[src/rtl/iot_interrupt_ctrl.sv]
// Interrupt controller for IOT group 600x: enable FSM with ION delay, fixed-priority request arbitration.
// Optional GTF/RTF support is compiled in with `define IOT_INT_GTF_RTF_EN.
module iot_interrupt_ctrl #(
  parameter int NDEV = 8,
  parameter int SRCW = 3
) (
  input  logic            CLK,
  input  logic            RESET,
  input  logic            IOT600X,
  input  logic [2:0]      IR_LO,
  input  logic            EXEC_STB,
  input  logic            INSTR_DONE,
  input  logic [NDEV-1:0] DEV_REQ,
  input  logic            LINK_IN,
  input  logic [11:0]     DATA_IN,
  output logic            SKIP,
  output logic            IE,
  output logic            IRQ_TAKE,
  output logic [SRCW-1:0] IRQ_SRC,
  output logic            CAF_CLR,
  output logic [11:0]     DATA_OUT,
  output logic            LINK_LOAD,
  output logic            LINK_VAL,
  output logic [1:0]      state_dbg
);

  typedef enum logic [1:0] {
    ST_OFF      = 2'd0,
    ST_ION_WAIT = 2'd1,
    ST_ION_DLY  = 2'd2,
    ST_ON       = 2'd3
  } state_t;

  state_t          state;
  state_t          state_nxt;
  logic            exec;
  logic            op_skon, op_ion, op_iof, op_srq, op_caf, op_gtf, op_rtf;
  logic            any_req;
  logic            force_off;
  logic            arm_ion;
  logic            take_nxt;
  logic [SRCW-1:0] grant_idx;
  logic            irq_take;
  logic [SRCW-1:0] irq_src;
  logic            caf_clr;
  logic            link_load;
  logic            link_val;

  // EXEC_STB and INSTR_DONE are single-cycle strobes with no back-pressure:
  // an op acts in exactly the cycle EXEC_STB & IOT600X is high.
  assign exec    = EXEC_STB & IOT600X;
  assign op_skon = exec & (IR_LO == 3'd0);
  assign op_ion  = exec & (IR_LO == 3'd1);
  assign op_iof  = exec & (IR_LO == 3'd2);
  assign op_srq  = exec & (IR_LO == 3'd3);
  assign op_caf  = exec & (IR_LO == 3'd7);
  assign any_req = |DEV_REQ;

`ifdef IOT_INT_GTF_RTF_EN
  logic unused_data;
  assign op_gtf      = exec & (IR_LO == 3'd4);
  assign op_rtf      = exec & (IR_LO == 3'd5);
  assign unused_data = ^{DATA_IN[10:8], DATA_IN[6:0]};
  assign DATA_OUT    = op_gtf ? {LINK_IN, 1'b0, any_req, 1'b0, (state != ST_OFF), 7'b0} : 12'd0;
`else
  logic unused_data;
  assign op_gtf      = 1'b0;
  assign op_rtf      = 1'b0;
  assign unused_data = ^{DATA_IN, LINK_IN, op_gtf};
  assign DATA_OUT    = 12'd0;
`endif

  // RTF with AC[7] set enables exactly like ION; with AC[7] clear it disables.
  assign force_off = op_skon | op_iof | op_caf | (op_rtf & ~DATA_IN[7]);
  assign arm_ion   = op_ion | (op_rtf & DATA_IN[7]);

  // Lowest set request index wins.
  always_comb begin
    grant_idx = '0;
    for (int i = NDEV - 1; i >= 0; i--) begin
      if (DEV_REQ[i]) grant_idx = SRCW'(i);
    end
  end

  // ION from OFF lands in ION_WAIT first, so a coincident INSTR_DONE only reaches ION_DLY.
  always_comb begin
    state_nxt = state;
    take_nxt  = 1'b0;
    if (force_off) begin
      state_nxt = ST_OFF;
    end else begin
      if (arm_ion && (state == ST_OFF)) state_nxt = ST_ION_WAIT;
      if (INSTR_DONE) begin
        case (state_nxt)
          ST_ION_WAIT: state_nxt = ST_ION_DLY;
          ST_ION_DLY, ST_ON: begin
            if (any_req) begin
              take_nxt  = 1'b1;
              state_nxt = ST_OFF;
            end else begin
              state_nxt = ST_ON;
            end
          end
          default: ;
        endcase
      end
    end
  end

  always_ff @(posedge CLK or posedge RESET) begin
    if (RESET) begin
      state     <= ST_OFF;
      irq_take  <= 1'b0;
      irq_src   <= '0;
      caf_clr   <= 1'b0;
      link_load <= 1'b0;
      link_val  <= 1'b0;
    end else begin
      state     <= state_nxt;
      irq_take  <= take_nxt & ~irq_take;
      if (take_nxt) irq_src <= grant_idx;
      caf_clr   <= op_caf & ~caf_clr;
      link_load <= op_rtf & ~link_load;
      link_val  <= op_rtf & ~link_load & DATA_IN[11];
    end
  end

  assign SKIP      = (op_skon & (state != ST_OFF)) | (op_srq & any_req);
  assign IE        = (state == ST_ION_DLY) || (state == ST_ON);
  assign IRQ_TAKE  = irq_take;
  assign IRQ_SRC   = irq_src;
  assign CAF_CLR   = caf_clr;
  assign LINK_LOAD = link_load;
  assign LINK_VAL  = link_val;
  assign state_dbg = state;

endmodule

[config.mk]
export PLATFORM = sky130hd
export DESIGN_NAME = iot_interrupt_ctrl
export DESIGN_NICKNAME = d
export VERILOG_FILES = /design/src/rtl/iot_interrupt_ctrl.sv
export SDC_FILE = /design/constraint.sdc
export NUM_CORES = 1
export LEC_CHECK = 0
export ABC_AREA = 1
export CAP_MARGIN = 20
export CORE_ASPECT_RATIO = 0.9
export CORE_MARGIN = 2
export CORE_UTILIZATION = 29
export CTS_BUF_LIST = sky130_fd_sc_hd__clkbuf_4
export DETAILED_ROUTE_END_ITERATION = 10
export GPL_ROUTABILITY_DRIVEN = 0
export GPL_TIMING_DRIVEN = 0
export HOLD_SLACK_MARGIN = 0.06
export PLACE_DENSITY = 0.88
export SLEW_MARGIN = 0
export SYNTH_ARGS = -nofsm -noshare
export SYNTH_HDL_FRONTEND = slang
export SYNTH_SLANG_ARGS = --single-unit
[constraint.sdc]
create_clock -name CLK -period 1 [get_ports CLK]
set_clock_uncertainty 0.1 [all_clocks]
set_input_delay 0.15 -clock CLK [delete_from_list [all_inputs] [get_ports CLK]]
set_output_delay 0.15 -clock CLK [all_outputs]
set_load 0.02 [all_outputs]
==> run metrics, run 1 <==
Largest stage delay, worst path=0.43 ns; Hold Slack=about 0.036 ns; crit path DAT=1.11 ns; CP endpoint kind=output pin; WL per Instance=10.7 um; CTS H-Tree Depth=1; DRC Markers=0; full die area=around 2400 um^2; Reg clk slew, reported paths=~0.050 ns; Primary FF master, synth=dfrtp_1; clk sinks=7; Placement Cell Area=slightly above 900 um^2; flops & latches, synth=7; Post-Route WL=about 1900 um; most numerous cell in the Yosys netlist=nand2_1; area share of the largest cell type after synthesis=29.5%; Area Overhead vs Synth=99.4%; via-per-instance ratio=approximately 4.1; Root Driver=clkbuf_4; internal reg-to-reg setup slack=-0.32 ns; FF-to-FF End=state_dbg[0]$_DFF_PP0_; kind of critical path=flop to output pin; grt ovf=0; maxcap violations=0; I/O Buffers=24; Crit path required time=approximately 0.75 ns; Post-Syn Area=around 590 um^2; Placement Rows=15; P_leak=just under 0.0007 uW; DRT antenna net count=0; GRT Util Overall=between 10% and 20%; Mapped Cells=88; post-place setup slack=-0.951 ns; synthesis warning total=0; Fmax=~730 MHz; cell type with the largest total area after synthesis=dfrtp_1; antenna cell count=0; Die X=roughly 52 um; Bufs on Longest Clock Path=2; status=complete, but fails checks; first-pass GRT wire length=roughly 2800 um; Async S/R FF share, synth=100%; DRT Pass-1 Iters=4; clock latency on the worst-skew pair=roughly 0.25 ns; fin worst setup slack=-0.364 ns; Post-synth EDFFs=0; failing checks=setup timing; Netlist cell types=19; chip height=approximately 47 um; VDD IR max=0.810 mV; IO Count=52; minimum clock period=about 1.4 ns; r2r startpoint=state_dbg[1]$_DFF_PP0_; final setup vio count=15; DPL Wire Length=1100 um; fin nets=roughly 180; PD cells=between 1000 and 1500 nW/um^2; CTS buffer count=3; vias in the first global route=670; Tcrit/Tclk final=136%; DRT iter0 DRCs=10; commonest cells in the netlist=19 x nand2_1, 16 x inv_1, 14 x buf_4; syn_area_per_cell=just under 7 um^2; r2r worst-path depth=6; fin. max-slew vios=0; Max FO, Critical Path=3; routed vias=roughly 710; starting density of the core=between 30% and 40%; Final Cell Area=~1200 um^2; CTS tree=done; sequential area share after synthesis=around 30%; CP Cell Sequence=nor2_2, nor3_2, a21oi_2, nor2_2, buf_6; layout cell share with drive strength beyond 1=between 50% and 60%; Final Hold Vio Count=0; top area cells in the synthesized netlist=dfrtp_1 30%, buf_4 18%, nand2_1 12%, inv_1 10%, nor2_1 3.8%; largest net degree at the start of global routing=8; initial antenna violation count=0; CP max stage cell=dfrtp_2; critical path's most frequent cell=nor2_2; Hold/Removal Path Class=input pin to asynchronous set/reset pin; RSZ-0062 raised after global routing=true; Critical Path Source Type=flop; core area=~1900 um^2
[per-layer routing]
metal	vias to the layer above	wire length, um	track usage, %
li1	361	-	-
met1	319	656	15.0
met2	30	1060	32.8
met3	4	107	3.50
met4	0	43	12.1
met5	-	0	0
[stage by stage]
| step | util [%] | power [uW] | std cells | setup TNS (ns) |
|---|---|---|---|---|
| final | 61.8 | 1420 | 174 | -2.20 |
| after global routing | 61.8 | 1500 | 174 | -2.79 |
| after CTS | 57.8 | 1350 | 171 | -2.09 |
| after detailed placement | 48.0 | 917 | 150 | -5.37 |
| after global placement | 48.0 | 902 | 150 | -4.91 |
| after floorplan | - | 691 | 101 | -0.407 |
[kinds of logic (layout without fill, tap and decap cells)]
kind of cell / Yosys count / in the layout / share of synthesized area (%)
other: 1 / 14 / 0.632
DFF: 7 / 7 / 29.5
buffers and inverters: 32 / 80 / 29.1
AOI/OAI and AO/OA: 8 / 8 / 7.81
and+or+nand+nor: 40 / 40 / 32.9
[placed cells by master (no fill, tap or decap), drive strengths merged]
| cell | netlist | final |
|---|---|---|
| o21bai | 1 | 1 |
| nor2 | 9 | 9 |
| inv | 17 | 17 |
| clkdlybuf4s15 | 0 | 1 |
| buf | 14 | 43 |
| conb | 1 | 14 |
| nand3 | 5 | 5 |
| clkdlybuf4s50 | 0 | 4 |
| a21oi | 3 | 3 |
| clkbuf | 1 | 6 |
| o21ai | 3 | 3 |
| nand2 | 23 | 23 |
| a31o | 1 | 1 |
| dlygate4sd2 | 0 | 9 |
| dfrtp | 7 | 7 |
| nor3 | 3 | 3 |
[worst max-delay path by stage]
stage | startpoint | end | slack [ns] | cells past startpoint
2_1_floorplan | state_dbg[0]$_DFF_PP0_ | SKIP | -0.17 | 4
3_3_place_gp | DEV_REQ[2] | SKIP | -0.95 | 8
3_5_place_dp | DEV_REQ[7] | SKIP | -0.95 | 8
4_1_cts | state_dbg[0]$_DFF_PP0_ | SKIP | -0.39 | 5
5_1_grt | state_dbg[1]$_DFF_PP0_ | SKIP | -0.42 | 5
6_report | state_dbg[1]$_DFF_PP0_ | SKIP | -0.36 | 5
[registers in the layout, summed over array words and instances (netlist names)]
name       count
IRQ_SRC        3
state_dbg      2
CAF_CLR        1
IRQ_TAKE       1
[worst max-delay path, delay by kind of cell, from the launching register on]
kind	cells	cell delay, ns
buffers and inverters	1	0.12
AOI/OAI and AO/OA	1	0.12
DFF	1	0.43
and+or+nand+nor	3	0.20
[final cells by class]
type                       count  area, um^2
fill                         180         732
timing repair buffer          44         387
multi-input combinational     62         383
sequential                     7         176
buffer                        15         109
inverter                      17        66.3
tap                           25        31.3
clock buffer                   4        30.0
[what timing repair did]
| item | CTS | global route |
|---|---|---|
| gates cloned | 0 | 0 |
| resized for setup | 81 | 18 |
| pin swaps | 16 | 4 |
| setup buffers | 17 | 3 |
| endpoints found under the hold margin | 7 | 7 |
| setup endpoints to repair | 15 | 15 |
[power by group]
part / leakage, uW / switching [uW] / internal (uW)
Clock: 0.0000184 / 104 / 179
Combinational: 0.000573 / 359 / 388
Sequential: 0.0000934 / 44.3 / 343
Power figures use the tool's default switching activity.
==> inputs of run 2 (changes only) <==
- CELL_PAD_IN_SITES_DETAIL_PLACEMENT: default -> 0
- CELL_PAD_IN_SITES_GLOBAL_PLACEMENT: default -> 1
- CORE_ASPECT_RATIO: 0.9 -> 1.75
- CORE_UTILIZATION: 29 -> 18
- PLACE_DENSITY: 0.88 -> 0.87
==> run 2 against run 1 <==
Net effect:
- the run still ends with setup timing left
- sequential cell count did not move
- sequential power barely moved
- combinational power fell by 6.6%
- count of clock-buffer cells in the layout did not move
- first-iteration DRC count fell by 40%
- die area rose by 56%
- maximum frequency barely moved
- sequential share of layout area rose by 0.21 points
- final cell count rose by 8.6%
- clock power rose by 2%
- critical endpoint unchanged
==> run metrics, run 2 (same netlist as run 1, synthesis figures left out) <==
kind of critical path=flop to output pin (unchanged); clk sinks=7 (unchanged); Placement Rows=27 (was 15); Final Hold Vio Count=0 (unchanged); max reg flops=3 (unchanged); first-pass GRT wire length=2350 um (was 2830 um); Die X=47.4 um (was 51.7 um); FF-to-FF End=state_dbg[0]$_DFF_PP0_ (unchanged); Bufs on Longest Clock Path=2 (unchanged); CP endpoint kind=output pin (unchanged); via-per-instance ratio=3.52 (was 4.10); PD cells=1180 nW/um^2 (was 1200 nW/um^2); I/O Buffers=24 (unchanged); layout cell share with drive strength beyond 1=52.7% (was 57.7%); busiest grt layer=met2 (unchanged); DRT iter0 DRCs=6 (was 10); largest net degree at the start of global routing=8 (unchanged); CTS tree=done (unchanged); Final Util=37.1% (was 61.8%); GR Util met2=16.1% (was 32.8%); most frequent cells in the layout=29 x buf_4, 14 x conb_1, 12 x nand2_1, 11 x buf_6 (was 32 x buf_4, 14 x conb_1, 12 x nand2_1, 10 x buf_6, 9 x dlygate4sd2_1); fin worst setup slack=-0.365 ns (was -0.364 ns); IO Count=52 (unchanged); Critical Path Source Type=flop (unchanged); status=complete, but fails checks (unchanged); internal reg-to-reg setup slack=-0.28 ns (was -0.32 ns); DPL Wire Length=1110 um (was 1100 um); minimum clock period=1.36 ns (about the same); clock latency on the worst-skew pair=0.26 ns (was 0.25 ns); failing checks=setup timing (unchanged); P_leak=0.000660 uW (was 0.000685 uW); Hold/Removal Path Class=input pin to asynchronous set/reset pin (unchanged); Reg clk slew, reported paths=0.05 ns (about the same); met3 usage=0.905% (was 3.50%); routed vias=666 (was 714); Hold Slack=0.0197 ns (was 0.0357 ns); core area=3140 um^2 (was 1910 um^2); Post-Route WL=1450 um (was 1860 um); Tcrit/Tclk final=136% (about the same); chip height=79.9 um (was 46.9 um); maxcap violations=0 (unchanged); fin. max-slew vios=0 (unchanged); Max FO, Critical Path=3 (unchanged); M1 GR Usage=7.39% (was 15.0%); Root Driver=clkbuf_4 (unchanged); post-place setup slack=-0.990 ns (was -0.951 ns); DRC Markers=0 (unchanged); r2r startpoint=state_dbg[1]$_DFF_PP0_ (unchanged); DRT antenna net count=0 (unchanged); most common cell after layout, fill and taps aside=buf_4 (unchanged); r2r worst-path depth=6 (unchanged); CTS H-Tree Depth=1 (unchanged); Crit path required time=0.75 ns (about the same); VDD IR max=0.434 mV (was 0.810 mV); CTS buffer count=3 (unchanged); WL per Instance=7.65 um (was 10.7 um); DRT Pass-1 Iters=2 (was 4); antenna cell count=0 (unchanged); starting density of the core=18.9% (was 31.0%); RSZ-0062 raised after global routing=true (unchanged); initial antenna violation count=0 (unchanged); Fmax=733 MHz (about the same); final setup vio count=15 (unchanged); full die area=3790 um^2 (was 2420 um^2); Area Overhead vs Synth=96.6% (was 99.4%); crit path DAT=1.11 ns (about the same); fin nets=176 (was 179); grt ovf=0 (unchanged); Total Power=1380 uW (was 1420 uW); GRT Util Overall=8.89% (was 16.4%); vias in the first global route=624 (was 670)
## run 2: per-stage QoR
stage                     std cells  TNS, ns  instance area (um^2)
after floorplan                 101   -0.407                   648
after global placement          168    -5.17                   942
after detailed placement        168    -5.34                   942
after CTS                       186    -2.07                  1120
after global routing            189    -3.11                  1170
final                           189    -2.37                  1170
## run 2: per-layer routing
layer | part of all wire [%] | vias up
li1 | - | 353
met3 | 8.4 | 5
met4 | 4.5 | 0
met5 | 0 | -
met2 | 54 | 32
met1 | 33 | 276
## run 2: final cells by class
| type | count | area, um^2 |
|---|---|---|
| multi-input cells | 62 | 359 |
| clock buffers | 4 | 30.0 |
| fillers | 341 | 1980 |
| inverters | 17 | 63.8 |
| well taps | 43 | 53.8 |
| flip-flops and latches | 7 | 176 |
| plain buffers | 15 | 109 |
| repair buffers | 41 | 374 |
## run 2: report_power, final
group / switching (uW) / internal, uW
registers: 47.5 / 343
logic: 330 / 369
clock network: 110 / 180
total: 487 / 891
## run 2: worst max-delay path: stages, from the launching register on
cell,delay [ns]
dfrtp_2,0.43
nor2_4,0.09
nor3_2,0.04
a21oi_2,0.11
nor2_2,0.05
buf_6,0.12
## run 2: worst max path at each step
stage / endpoint / slack, ns / start / depth (start not counted)
2_1_floorplan: SKIP / -0.17 / state_dbg[0]$_DFF_PP0_ / 4
3_3_place_gp: SKIP / -0.98 / DEV_REQ[2] / 8
3_5_place_dp: SKIP / -0.99 / DEV_REQ[2] / 8
4_1_cts: SKIP / -0.36 / state_dbg[1]$_DFF_PP0_ / 5
5_1_grt: SKIP / -0.41 / state_dbg[1]$_DFF_PP0_ / 5
6_report: SKIP / -0.36 / state_dbg[1]$_DFF_PP0_ / 5
## run 2: timing repair
item | in CTS | in global routing
endpoints found under the setup margin | 15 | 15
buffers inserted | 16 | 3
gates resized for setup | 84 | 6
pin swaps | 15 | 1
endpoints found under the hold margin | 7 | 7
==> inputs of run 3 (changes only) <==
- CAP_MARGIN: 20 -> default
==> results of run 3 <==
Final layout, timing and power as in run 2 (identical DEF).
